**src/rtl/input_press_classifier_if.sv**
```systemverilog
// input_press_classifier_if: debounced edge inputs and classified press events of one button.
interface input_press_classifier_if;
    logic ondn;
    logic onup;
    logic short_press;
    logic long_press;
    logic double_press;
    logic held;
    logic repeat_press;
    modport master(output ondn, onup, input short_press, long_press, double_press, held, repeat_press);
    modport slave(input ondn, onup, output short_press, long_press, double_press, held, repeat_press);
endinterface

```
**src/rtl/input_press_classifier.sv**
```systemverilog
// input_press_classifier: turns one button's debounced edges into short/long/double press pulses.
// Optional INPUT_PRESS_REPEAT_EN adds an auto-repeat pulse train while the button is long-held.
module input_press_classifier #(
    parameter int CNT_W        = 28,
    parameter int LONG_TICKS   = 50_000_000,
    parameter int DOUBLE_TICKS = 25_000_000,
    parameter int REPEAT_TICKS = 10_000_000
) (
    input logic clk,
    input logic rst,
    input_press_classifier_if.slave bus
);
    typedef enum logic [2:0] {IDLE, PRESSED, WAIT2, PRESS2, HELD} state_t;
    localparam logic [CNT_W-1:0] LONG_END   = CNT_W'(LONG_TICKS - 1);
    localparam logic [CNT_W-1:0] DOUBLE_END = CNT_W'(DOUBLE_TICKS - 1);
    localparam logic [CNT_W-1:0] CNT_MAX    = '1;
    state_t state, state_nx;
    logic [CNT_W-1:0] cnt, cnt_nx, cnt_inc;
    logic short_nx, long_nx, double_nx;
    assign cnt_inc = (cnt == CNT_MAX) ? cnt : cnt + CNT_W'(1);
    always_comb begin
        state_nx  = state;
        cnt_nx    = cnt;
        short_nx  = 1'b0;
        long_nx   = 1'b0;
        double_nx = 1'b0;
        case (state)
            IDLE: if (bus.ondn) begin
                state_nx = PRESSED;
                cnt_nx   = '0;
            end
            PRESSED: begin
                cnt_nx = cnt_inc;
                if (bus.onup) begin
                    state_nx = WAIT2;
                    cnt_nx   = '0;
                end else if (cnt == LONG_END) begin
                    state_nx = HELD;
                    long_nx  = 1'b1;
                end
            end
            WAIT2: begin
                cnt_nx = cnt_inc;
                if (bus.ondn) begin
                    state_nx = PRESS2;
                    cnt_nx   = '0;
                end else if (cnt == DOUBLE_END) begin
                    state_nx = IDLE;
                    short_nx = 1'b1;
                end
            end
            PRESS2: if (bus.onup) begin
                state_nx  = IDLE;
                double_nx = 1'b1;
            end
            HELD: state_nx = bus.onup ? IDLE : HELD;
            default: state_nx = IDLE;
        endcase
    end
    always_ff @(posedge clk or posedge rst) begin
        if (rst) begin
            state            <= IDLE;
            cnt              <= '0;
            bus.short_press  <= 1'b0;
            bus.long_press   <= 1'b0;
            bus.double_press <= 1'b0;
            bus.held         <= 1'b0;
        end else begin
            state            <= state_nx;
            cnt              <= cnt_nx;
            bus.short_press  <= short_nx;
            bus.long_press   <= long_nx;
            bus.double_press <= double_nx;
            bus.held         <= (state_nx == HELD);
        end
    end
`ifdef INPUT_PRESS_REPEAT_EN
    localparam logic [CNT_W-1:0] REPEAT_END = CNT_W'(REPEAT_TICKS - 1);
    logic [CNT_W-1:0] rcnt, rcnt_nx;
    logic repeat_nx;
    // rcnt idles at zero outside HELD, so it starts from zero on every entry
    always_comb begin
        rcnt_nx   = (state != HELD || rcnt == REPEAT_END) ? '0 :
                    (rcnt == CNT_MAX) ? rcnt : rcnt + CNT_W'(1);
        repeat_nx = (state == HELD) && !bus.onup && (rcnt == REPEAT_END);
    end
    always_ff @(posedge clk or posedge rst) begin
        if (rst) begin
            rcnt             <= '0;
            bus.repeat_press <= 1'b0;
        end else begin
            rcnt             <= rcnt_nx;
            bus.repeat_press <= repeat_nx;
        end
    end
`else
    assign bus.repeat_press = 1'b0;
`endif
endmodule
```
**src/flat_wrapper.sv**
```systemverilog
// flat-port wrapper written by rule: the top's interface ports become plain ports
module input_press_classifier_flat 
#(
    parameter int CNT_W        = 28,
    parameter int LONG_TICKS   = 50_000_000,
    parameter int DOUBLE_TICKS = 25_000_000,
    parameter int REPEAT_TICKS = 10_000_000
)
  (clk, rst, bus_ondn, bus_onup, bus_short_press, bus_long_press, bus_double_press, bus_held, bus_repeat_press);
  input_press_classifier_if bus_i ();
  input logic clk;
  input logic rst;
  input wire logic [$bits(bus_i.ondn)-1:0] bus_ondn;
  input wire logic [$bits(bus_i.onup)-1:0] bus_onup;
  output wire logic [$bits(bus_i.short_press)-1:0] bus_short_press;
  output wire logic [$bits(bus_i.long_press)-1:0] bus_long_press;
  output wire logic [$bits(bus_i.double_press)-1:0] bus_double_press;
  output wire logic [$bits(bus_i.held)-1:0] bus_held;
  output wire logic [$bits(bus_i.repeat_press)-1:0] bus_repeat_press;
  assign bus_i.ondn = bus_ondn;
  assign bus_i.onup = bus_onup;
  assign bus_short_press = bus_i.short_press;
  assign bus_long_press = bus_i.long_press;
  assign bus_double_press = bus_i.double_press;
  assign bus_held = bus_i.held;
  assign bus_repeat_press = bus_i.repeat_press;
  input_press_classifier #(.CNT_W(CNT_W), .LONG_TICKS(LONG_TICKS), .DOUBLE_TICKS(DOUBLE_TICKS), .REPEAT_TICKS(REPEAT_TICKS)) u_core (.clk(clk), .rst(rst), .bus(bus_i));
endmodule
```
**config.mk**
```make
export PLATFORM = sky130hd
export DESIGN_NAME = input_press_classifier_flat
export DESIGN_NICKNAME = d
export VERILOG_FILES = /design/src/rtl/input_press_classifier_if.sv /design/src/rtl/input_press_classifier.sv /design/src/flat_wrapper.sv
export SDC_FILE = /design/constraint.sdc
export NUM_CORES = 1
export LEC_CHECK = 0
export CORE_MARGIN = 4
export CORE_UTILIZATION = 64
export CTS_BUF_LIST = sky130_fd_sc_hd__clkbuf_4 sky130_fd_sc_hd__clkbuf_8 sky130_fd_sc_hd__clkbuf_16
export DETAILED_ROUTE_END_ITERATION = 8
export PLACE_DENSITY = 0.84
export SYNTH_ARGS = -nofsm -noshare
export SYNTH_HDL_FRONTEND = slang
export SYNTH_SLANG_ARGS = --single-unit
```
**constraint.sdc**
```tcl
create_clock -name clk -period 4.6 [get_ports clk]
set_clock_uncertainty 0.1 [all_clocks]
set_input_delay 0.46 -clock clk [delete_from_list [all_inputs] [get_ports clk]]
set_output_delay 0.46 -clock clk [all_outputs]
set_load 0.03 [all_outputs]
```
Yosys cells after proc, flatten, opt, wreduce, memory -nomap -nowiden
Cells that the tools add are included.
{"block": "classes", "addsub": 1, "n_eq_ne": 9, "n_mux": 21, "reduce_logical": 3}
{"operator": "2-to-1 mux 28 bit", "n": 4}
{"operator": "case mux 28 bit (3 select lines)", "n": 1}
{"operator": "adder 28 x 1 -> 28 bit, second input constant", "n": 1}
{"operator": "== test 28 x 25 -> 1 bit, second input constant", "n": 1}
{"operator": "== test 28 x 26 -> 1 bit, second input constant", "n": 1}
{"operator": "== test 28 bit, second input constant", "n": 1}
{"operator": "2-to-1 mux 3 bit", "n": 7}
{"operator": "case mux 3 bit (5 select lines)", "n": 1}
{"operator": "2-to-1 mux 1 bit", "n": 8}
{"operator": "== test 3 x 2 -> 1 bit, second input constant", "n": 2}
{"operator": "== test 3 bit, second input constant", "n": 2}
{"operator": "== test 3 x 1 -> 1 bit, second input constant", "n": 1}
{"operator": "zero test 3 bit", "n": 1}
{"operator": "nonzero test 3 bit", "n": 1}
{"operator": "!= test 2 bit, second input constant", "n": 1}
{"operator": "AND reduction 2 bit", "n": 1}
{"block": "totals", "regBits": 35, "elab_cells": 40}

Logic depth before layout (Yosys ltp)
Gate-level depths: netlist of run 1.
{"block": "logic_depth", "depth_word": 5, "ltp_mapped": 7}

Least setup slack after synthesis of run 1
No wires, ideal clock.
{"block": "synth_timing", "path_type": "register -> register", "startpoint": "register u_core.cnt[7]", "endpoint": "register u_core.cnt[22]", "setup_ns": 0.119, "arrival_ns": 1.949, "t_required_ns": 4.381, "path_slack_ns": 2.432, "stages_incl_launch_ff": 7, "n_path_buf": 1, "cell_sequence": "dfrtp_1 -> nand4_2 -> or4_4 -> a211o_1 -> buf_6 -> o31a_1 -> o21a_1"}
{"block": "synth_via", "elab_chain_cells": 4, "elab_cells_between_ends": 6, "cone_classes": "add/sub (1); eq/ne (1); mux (4)"}
{"item": "from (decl)", "line_no": "input_press_classifier.sv:18", "text": "logic [CNT_W-1:0] cnt, cnt_nx, cnt_inc;"}
{"item": "from (signal assigned)", "line_no": "input_press_classifier.sv:70", "text": "cnt <= cnt_nx;"}
{"item": "adder 28 x 1 -> 28 bit or == test 28 bit (tied branches)", "line_no": "input_press_classifier.sv:20", "text": "assign cnt_inc = (cnt == CNT_MAX) ? cnt : cnt + CNT_W'(1);"}
{"item": "2-to-1 mux 28 bit *", "line_no": "input_press_classifier.sv:20"}
{"item": "2-to-1 mux 28 bit, on equally long branches", "line_no": "input_press_classifier.sv:44, input_press_classifier.sv:34"}
{"item": "case mux 28 bit (3 select lines) *", "line_no": "input_press_classifier.sv:27", "text": "case (state)"}
Every way passes the cells marked *; elsewhere a longest branch is shown, timed or not.
A chain may end at the register's enable or synchronous reset.

Worst setup path after layout of run 1
{"block": "layout_timing", "startpoint": "register u_core.cnt[7]", "endpoint": "register u_core.cnt[21]"}
Same word-level chain as after synthesis.

==> impl_metrics.json, run 1 <==
{
  "status": "complete, no violations",
  "wl_per_cell_um": 17.0,
  "synthMuxAreaShare": 0.00492,
  "yosysMostFrequentCell": "dfrtp_1",
  "critical_path.max_fanout": 9,
  "cp.depth": 6,
  "synthTopCellsByCount": "35 x dfrtp_1, 27 x nand2_1, 20 x a21oi_1",
  "synthFlopType": "dfrtp_1",
  "path_clk_slew_ps": 100,
  "syn2layout_area_growth_pct": 7.93,
  "grt-ovfl-total": 0,
  "ir_worst_vdd_v": 0.000235,
  "fp.dieH_um": 64.4,
  "fin_setup_tns_ps": 0,
  "post_cts_buffers": 0,
  "cpMaxStageDelayCell": "or4_4",
  "criticalPathCategory": "register to register",
  "antenna_found_initial": 0,
  "cts_tree": "built",
  "num-nets-final": 241,
  "cts_max_path_buffers": 2,
  "synth_top_cell_by_area": "dfrtp_1",
  "final_area_um2": 2200,
  "setup_ws_ps": 2030,
  "detail-route-antenna-nets": 0,
  "die_x_um": 64.4,
  "worst_slew_pin_slew_ps": 1030,
  "period_needed_ps": 2570,
  "finalPower_uw": 703,
  "post-route-period-util": 0.559,
  "dp_hpwl_mm": 3.40,
  "dr.pass1.iters": 4,
  "async_flop_share": 1.00,
  "pre_cts_ws_ps": 1780,
  "cp.required_ps": 4690,
  "path_cells": "nand4_2 -> or4_4 -> nor4_1 -> buf_4 -> or4_1 -> a21oi_1",
  "p_per_area_nw_per_um2": 320,
  "h-tree-depth": 2,
  "synth.area.top_cells": "dfrtp_1 43%, nand2_1 5.0%, a21oi_1 4.9%",
  "path_buf_inv": 1,
  "viasPerCell": 6.70,
  "cts_buffers": 5,
  "clock_sinks": 35,
  "synth_top_family_by_area": "simple AND/OR/NAND/NOR gates",
  "syn-cell-area_um2": 2040,
  "rows": 20,
  "fmax_ghz": 0.389,
  "synth_enable_flop_cells": 0,
  "vias": 1883,
  "slowest_delay_ps": 580,
  "max-slew-margin-rel": 0.308,
  "synth-simple-area-share": 0.321,
  "track_usage": 0.257,
  "n_antenna_cell": 0,
  "synth-compound-area-share": 0.192,
  "syn_nets": 235,
  "clk_latency_ps": 350,
  "cts.repair.resized": 0,
  "drive_above_1_share": 0.0675,
  "placed_cell_area_um2": 2120,
  "start_util": 0.667,
  "cts_root_buf": "clkbuf_4",
  "syn_avg_cell_area_um2": 8.85,
  "crit_family": "simple AND/OR/NAND/NOR gates",
  "synth_xor_area_frac": 0.00860,
  "finalMaxSlewViolations": 0,
  "synthAdderAreaFrac": 0.00615,
  "core_area_um2": 3050,
  "grt_pass1_vias": 1797,
  "critPathCaptureType": "register",
  "yosysWarningCount": 0,
  "drc": 0,
  "globalplace.congestion": 0.873,
  "hold_class": "input pin to async pin",
  "hold_buffers": 0,
  "grt_max_degree": 36,
  "critPathLaunchType": "register",
  "rsz0062_at_grt": "false",
  "drt_iter0_drc": 202,
  "critPathArrivalTime_ps": 2660,
  "whs_ps": 396,
  "worst-r2r-cell-count": 6,
  "die-area_um2": 4150,
  "synth.distinct_cells": 50,
  "yosys_register_bits": 35,
  "routed_wl_mm": 4.79,
  "netlist_instances": 230,
  "io_buffers": 7,
  "synth_top_area_frac": 0.430,
  "hold_viol": 0,
  "p_leak_nw": 0.830,
  "setup_violations": 0,
  "grt_pass1_wl_mm": 8.32,
  "num_io_pins": 9,
  "seq_area_frac_synth": 0.430,
  "drv_cap": 0
}
-- kinds of logic after synthesis --
kind of cell,count (synthesis)
buffers and inverters,15
flip-flops,35
AND/OR/NAND/NOR,115
multiplexers,1
XOR/XNOR,2
adder cells (fa/ha/maj),1
AO/OA/AOI/OAI,60
other,1
-- placed cells by master, fill, tap and decap left out, types with 3 or more instances in the layout --
master	count
dfrtp_1	35
nand2_1	27
a21oi_1	20
nor2_1	14
nand3_1	12
nand4_1	11
or4_1	11
o21ai_0	11
clkdlybuf4s50_1	7
nor4_1	6
o31ai_1	6
or3_1	6
clkbuf_4	6
inv_1	5
and3_1	5
nor3_1	3
nor3b_1	3
o211ai_1	3
o311ai_0	3
nand2b_1	3
nor4b_1	3
a31oi_1	3
-- tightest hold or removal path, delay by kind of cell --
family	cells	cell delay (ps)
buf+inv	3	830
-- registers in the layout, indices dropped and copies added (netlist names) --
name / cells
u_core.bus.double_press: 1
u_core.bus.held: 1
u_core.bus.long_press: 1
u_core.bus.short_press: 1
u_core.cnt: 28
u_core.state: 3
-- cell type report --
cell class	count	area, um^2
well taps	44	55.1
clock buffers	8	72.6
inverters	5	18.8
repair buffers	9	85.1
fillers	240	856
multi-input cells	180	1090
flip-flops and latches	35	876
-- per-stage QoR --
step | cells | utilization
3_5_place_dp | 273 | 0.696
3_3_place_gp | 273 | 0.696
2_1_floorplan | 230 | -
5_1_grt | 281 | 0.720
6_report | 281 | 0.720
4_1_cts | 281 | 0.720
-- layer usage --
metal	wire length, um	vias up	global-route usage
li1	-	899	-
met1	2080	897	0.339
met2	2270	75	0.401
met3	342	12	0.0721
met4	93	0	0.0976
met5	0	-	0
-- worst paths after layout --
| check | startpoint | to | slack [ps] |
|---|---|---|---|
| min reg2reg | u_core.cnt[1]$_DFFE_PP0P_ | u_core.cnt[1]$_DFFE_PP0P_ | 440 |
| min | rst | u_core.bus.held$_DFF_PP0_ | 400 |
| max reg2reg | u_core.cnt[7]$_DFFE_PP0P_ | u_core.cnt[21]$_DFFE_PP0P_ | 2030 |
| min in group clk | u_core.cnt[1]$_DFFE_PP0P_ | u_core.cnt[1]$_DFFE_PP0P_ | 440 |
| max in group asynchronous | rst | u_core.cnt[21]$_DFFE_PP0P_ | 3700 |
| max | u_core.cnt[7]$_DFFE_PP0P_ | u_core.cnt[21]$_DFFE_PP0P_ | 2030 |
-- report_power, final --
group,internal (mW),switching (mW),total (mW)
Combinational,0.0478,0.109,0.157
Sequential,0.322,0.0267,0.349
Clock,0.0957,0.101,0.197
Total,0.466,0.237,0.703
Power figures use the tool's default switching activity.
==> run 2: changes to the inputs <==
CORE_UTILIZATION = 54   (was 64)
PLACE_DENSITY = 0.75   (was 0.84)
clock period = 2.1 ns   (was 4.6 ns; I/O delays follow)
==> impl_metrics.json, run 2 (synthesis gave the netlist of run 1 again) <==
{
  "p_per_area_nw_per_um2": 682,
  "die_x_um": 69.4,
  "p_leak_nw": 1.16,
  "final_cell_mix": "50 x buf_4, 34 x dfrtp_1, 25 x nand2_1",
  "grt-ovfl-total": 0,
  "dp_hpwl_mm": 3.84,
  "vias": 2220,
  "rsz0062_at_grt": "true",
  "period_needed_ps": 2300,
  "cp.required_ps": 2120,
  "path_clk_slew_ps": 70,
  "drc": 0,
  "p_int_mw": 1.31,
  "violations": "setup timing",
  "r2r-start": "u_core.state[0]$_DFF_PP0_",
  "detail-route-antenna-nets": 0,
  "power_frac_seq": 0.388,
  "worst_slew_pin_slew_ps": 573,
  "num-nets-final": 294,
  "criticalPathCategory": "register to register",
  "globalplace.congestion": 1.02,
  "post-route-period-util": 1.09,
  "grt_pass1_wl_mm": 9.75,
  "n_antenna_cell": 0,
  "drive_above_1_share": 0.334,
  "track_usage": 0.252,
  "reg_top3": "u_core.cnt x28, u_core.state x3",
  "setup_ws_ps": -199,
  "h-tree-depth": 2,
  "dp_cells": 321,
  "core_area_um2": 3660,
  "critical_path.max_fanout": 14,
  "rows": 22,
  "num_io_pins": 9,
  "p_sw_uw": 621,
  "met3_length_um": 545,
  "p_sw_frac": 0.321,
  "hold_viol": 0,
  "fp.dieH_um": 69.4,
  "antenna_found_initial": 0,
  "critPathArrivalTime_ps": 2320,
  "largest_reg_flops": 28,
  "start_util": 0.556,
  "viasPerCell": 6.57,
  "ir_worst_vdd_v": 0.000436,
  "dr_wl_met2_mm": 2.96,
  "startpoint": "u_core.state[0]$_DFF_PP0_",
  "worst-r2r-cell-count": 6,
  "drt_iter0_drc": 317,
  "clk_latency_ps": 290,
  "clock_sinks": 35,
  "max-slew-margin-rel": 0.613,
  "drv_cap": 0,
  "grt_pass1_vias": 1986,
  "cts_root_buf": "clkbuf_8",
  "fin_cells": 338,
  "cts_tree": "built",
  "die-area_um2": 4820,
  "largest-register": "u_core.cnt",
  "status": "complete, but fails checks",
  "maxUsedRoutingLayer": "met4",
  "syn2layout_area_growth_pct": 39.0,
  "final_common_cell": "buf_4",
  "critPathLaunchType": "register",
  "dr.pass1.iters": 5,
  "combPwrFrac": 0.284,
  "cts_buffers": 5,
  "critPathCaptureType": "register",
  "fmax_ghz": 0.435,
  "io_buffers": 7,
  "routed_wl_mm": 6.23,
  "grt_max_degree": 36,
  "pwr-share-clk": 0.329,
  "hold_class": "input pin to async pin",
  "wl_per_cell_um": 18.4,
  "cts_max_path_buffers": 2,
  "pre_cts_ws_ps": -136,
  "wl_met1_mm": 2.54,
  "finalMaxSlewViolations": 0,
  "setup_violations": 15
}
==> run 2: layout make-up <==
type,count,area (um^2)
Clock inverter,2,35.0
Timing Repair Buffer,61,490
Multi-Input combinational cell,181,1270
Inverter,5,18.8
Fill cell,246,831
Sequential cell,35,877
Clock buffer,6,82.6
Tap cell,48,60.1
==> run 2: worst paths after layout <==
path                                                   end  slack, ps
setup / recovery                u_core.cnt[11]$_DFFE_PP0P_       -200
hold / removal             u_core.bus.long_press$_DFF_PP0_        220
setup reg to reg                u_core.cnt[11]$_DFFE_PP0P_       -200
hold reg to reg                 u_core.cnt[14]$_DFFE_PP0P_        490
max in group asynchronous       u_core.cnt[10]$_DFFE_PP0P_       1340
min in group clk                u_core.cnt[14]$_DFFE_PP0P_        490
==> run 2: power groups by stage <==
stage,Combinational (mW),Clock [mW],Sequential [mW]
after floorplan,0.282,0,0.745
after global placement,0.476,0,0.757
after detailed placement,0.478,0,0.759
after CTS,0.506,0.641,0.746
after global routing,0.595,0.682,0.753
final,0.548,0.634,0.749
==> run 2: critical path: stages (launching register included) <==
cell and delay [ps]:
dfrtp_1 470, nor3_2 260, a211o_1 230, buf_4 220, nor2_1 90, buf_4 200, o41ai_1 560
==> run 2: metrics by stage <==
| stage | util | cell area [um^2] | TNS, ps | power (mW) | hold slack [ps] |
|---|---|---|---|---|---|
| 3_3_place_gp | 0.672 | 2460 | -858 | 1.23 | 422 |
| 5_1_grt | 0.773 | 2830 | -2450 | 2.03 | 276 |
| 4_1_cts | 0.733 | 2690 | -313 | 1.89 | 231 |
| 2_1_floorplan | - | 2040 | -84.8 | 1.03 | 173 |
| 3_5_place_dp | 0.672 | 2460 | -1480 | 1.24 | 472 |
| 6_report | 0.773 | 2830 | -783 | 1.93 | 218 |
==> run 2: metal layers <==
| metal | vias up | GRT usage |
|---|---|---|
| met2 | 122 | 0.392 |
| met3 | 21 | 0.0580 |
| met5 | - | 0 |
| li1 | 1008 | - |
| met1 | 1069 | 0.340 |
| met4 | 0 | 0.0998 |
==> run 2: what timing repair did <==
action | in CTS | in global routing
setup endpoints to repair | 16 | 27
hold buffers | 0 | 0
cloned | 2 | 0
setup buffers | 4 | 3
pin swaps | 6 | 14
gates resized for setup | 15 | 30
==> run 3: changes to the inputs <==
CORE_UTILIZATION = 57   (was 54)
DONT_BUFFER_PORTS = 1   (was unset)
HOLD_SLACK_MARGIN = 0.06   (was unset)
==> impl_metrics.json, run 3 (synthesis gave the netlist of run 1 again) <==
{
  "critPathArrivalTime_ps": 2370,
  "fp.dieH_um": 67.8,
  "largest-register": "u_core.cnt",
  "rows": 21,
  "fmax_ghz": 0.458,
  "syn2layout_area_growth_pct": 31.0,
  "clk_latency_ps": 360,
  "finalPower_mw": 1.89,
  "cts_buffers": 5,
  "grt-ovfl-total": 0,
  "dp_hpwl_mm": 3.88,
  "largest_reg_flops": 28,
  "start_util": 0.601,
  "die_x_um": 67.8,
  "post-route-period-util": 1.04,
  "io_buffers": 0,
  "h-tree-depth": 2,
  "grt_pass1_wl_mm": 9.85,
  "status": "complete, but fails checks",
  "period_needed_ps": 2190,
  "num-nets-final": 284,
  "violations": "setup timing",
  "setup_ws_ps": -85.2,
  "path_clk_slew_ps": 120,
  "drv_cap": 0,
  "worst_slew_pin_slew_ps": 659,
  "antenna_found_initial": 0,
  "criticalPathCategory": "register to register",
  "drt_iter0_drc": 252,
  "ir_worst_vdd_v": 0.000474,
  "clock_sinks": 35,
  "num_io_pins": 9,
  "globalplace.congestion": 0.877,
  "n_antenna_cell": 0,
  "cts_tree": "built",
  "p_leak_nw": 1.10,
  "dr.pass1.iters": 4,
  "detail-route-antenna-nets": 0,
  "pwr-share-clk": 0.333,
  "vias": 2215,
  "routed_wl_mm": 6.24,
  "viasPerCell": 6.79,
  "finalMaxSlewViolations": 0,
  "p_sw_uw": 615,
  "power_frac_seq": 0.405,
  "grt_pass1_vias": 2074,
  "max-slew-margin-rel": 0.560,
  "final_cell_mix": "47 x buf_4, 34 x dfrtp_1, 26 x nand2_1",
  "critPathCaptureType": "register",
  "multi_input_area_um2": 1200,
  "setup_violations": 13,
  "startpoint": "u_core.cnt[0]$_DFFE_PP0P_",
  "track_usage": 0.286,
  "wl_per_cell_um": 19.1,
  "n_fill_cell": 208,
  "r2r-start": "u_core.cnt[0]$_DFFE_PP0P_",
  "final_area_um2": 2670,
  "cp.required_ps": 2290,
  "p_per_area_nw_per_um2": 708,
  "critPathLaunchType": "register",
  "hold_viol": 0,
  "hold_start": "bus_onup",
  "drc": 0,
  "critical_path.max_fanout": 3,
  "drive_above_1_share": 0.289,
  "core_area_um2": 3390,
  "combPwrFrac": 0.262,
  "cts_root_buf": "clkbuf_4",
  "cts_max_path_buffers": 2,
  "hold_class": "input pin to register",
  "p_sw_frac": 0.326,
  "final_common_cell": "buf_4",
  "grt_max_degree": 21,
  "placed_cell_area_um2": 2370,
  "die-area_um2": 4590,
  "rsz0062_at_grt": "true",
  "reg_top3": "u_core.cnt x28, u_core.state x3",
  "p_int_mw": 1.27,
  "regArea_um2": 877
}
[run 3: critical path, cell delays in order (launching register included)]
cell	delay (ps)
dfrtp_1	370
ha_2	210
nand2_2	80
or4_4	510
buf_4	170
nor4_4	210
buf_4	170
buf_4	100
nor2_1	40
o21ai_0	160
[run 3: cell type report]
type                       instances  area share
multi-input combinational        181       0.452
sequential                        35       0.329
timing repair buffer              51       0.151
clock inverter                     3      0.0253
tap                               46      0.0216
clock buffer                       5      0.0141
inverter                           5     0.00704
[run 3: repair_timing]
item,4_1_cts,5_1_grt
hold endpoints to repair,22,0
cloned,2,0
setup buffers,3,2
resized for setup,10,20
hold buffers,3,0
pin swaps,7,7
setup endpoints to repair,15,27
[run 3: path summary, 6_finish.rpt]
kind	cells after the start	end	slack [ps]
min in group asynchronous	2	u_core.bus.short_press$_DFF_PP0_	260
worst min register to register	2	u_core.cnt[5]$_DFFE_PP0P_	470
max in group asynchronous	3	u_core.cnt[8]$_DFFE_PP0P_	1080
worst max register to register	9	u_core.cnt[15]$_DFFE_PP0P_	-90
worst min-delay path	5	u_core.cnt[3]$_DFFE_PP0P_	250
worst max-delay path	9	u_core.cnt[15]$_DFFE_PP0P_	-90
[run 3: routing by layer]
| layer | up-vias | wire length (um) | GRT usage |
|---|---|---|---|
| met5 | - | 0 | 0 |
| met4 | 0 | 149 | 0.0937 |
| met3 | 24 | 504 | 0.0732 |
| met2 | 127 | 3170 | 0.484 |
| met1 | 1076 | 2410 | 0.352 |
| li1 | 988 | - | - |
[run 3: power by group through the flow]
stage / Clock (mW) / Sequential [mW] / Combinational (mW)
finish: 0.629 / 0.764 / 0.495
global route: 0.651 / 0.771 / 0.537
floorplan: 0 / 0.745 / 0.282
CTS: 0.631 / 0.761 / 0.472
detailed placement: 0 / 0.773 / 0.455
global placement: 0 / 0.768 / 0.443
[run 3: per-stage QoR]
| step | util | instances | hold WS (ps) | TNS [ps] | worst slack [ps] |
|---|---|---|---|---|---|
| after global routing | 0.787 | 326 | 278 | -1770 | -220 |
| after global placement | 0.699 | 308 | 107 | -726 | -113 |
| final | 0.787 | 326 | 254 | -486 | -85.2 |
| after floorplan | - | 230 | 173 | -84.8 | -49.7 |
| after detailed placement | 0.699 | 308 | 115 | -1280 | -126 |
| after CTS | 0.761 | 324 | 231 | -72.3 | -32.6 |
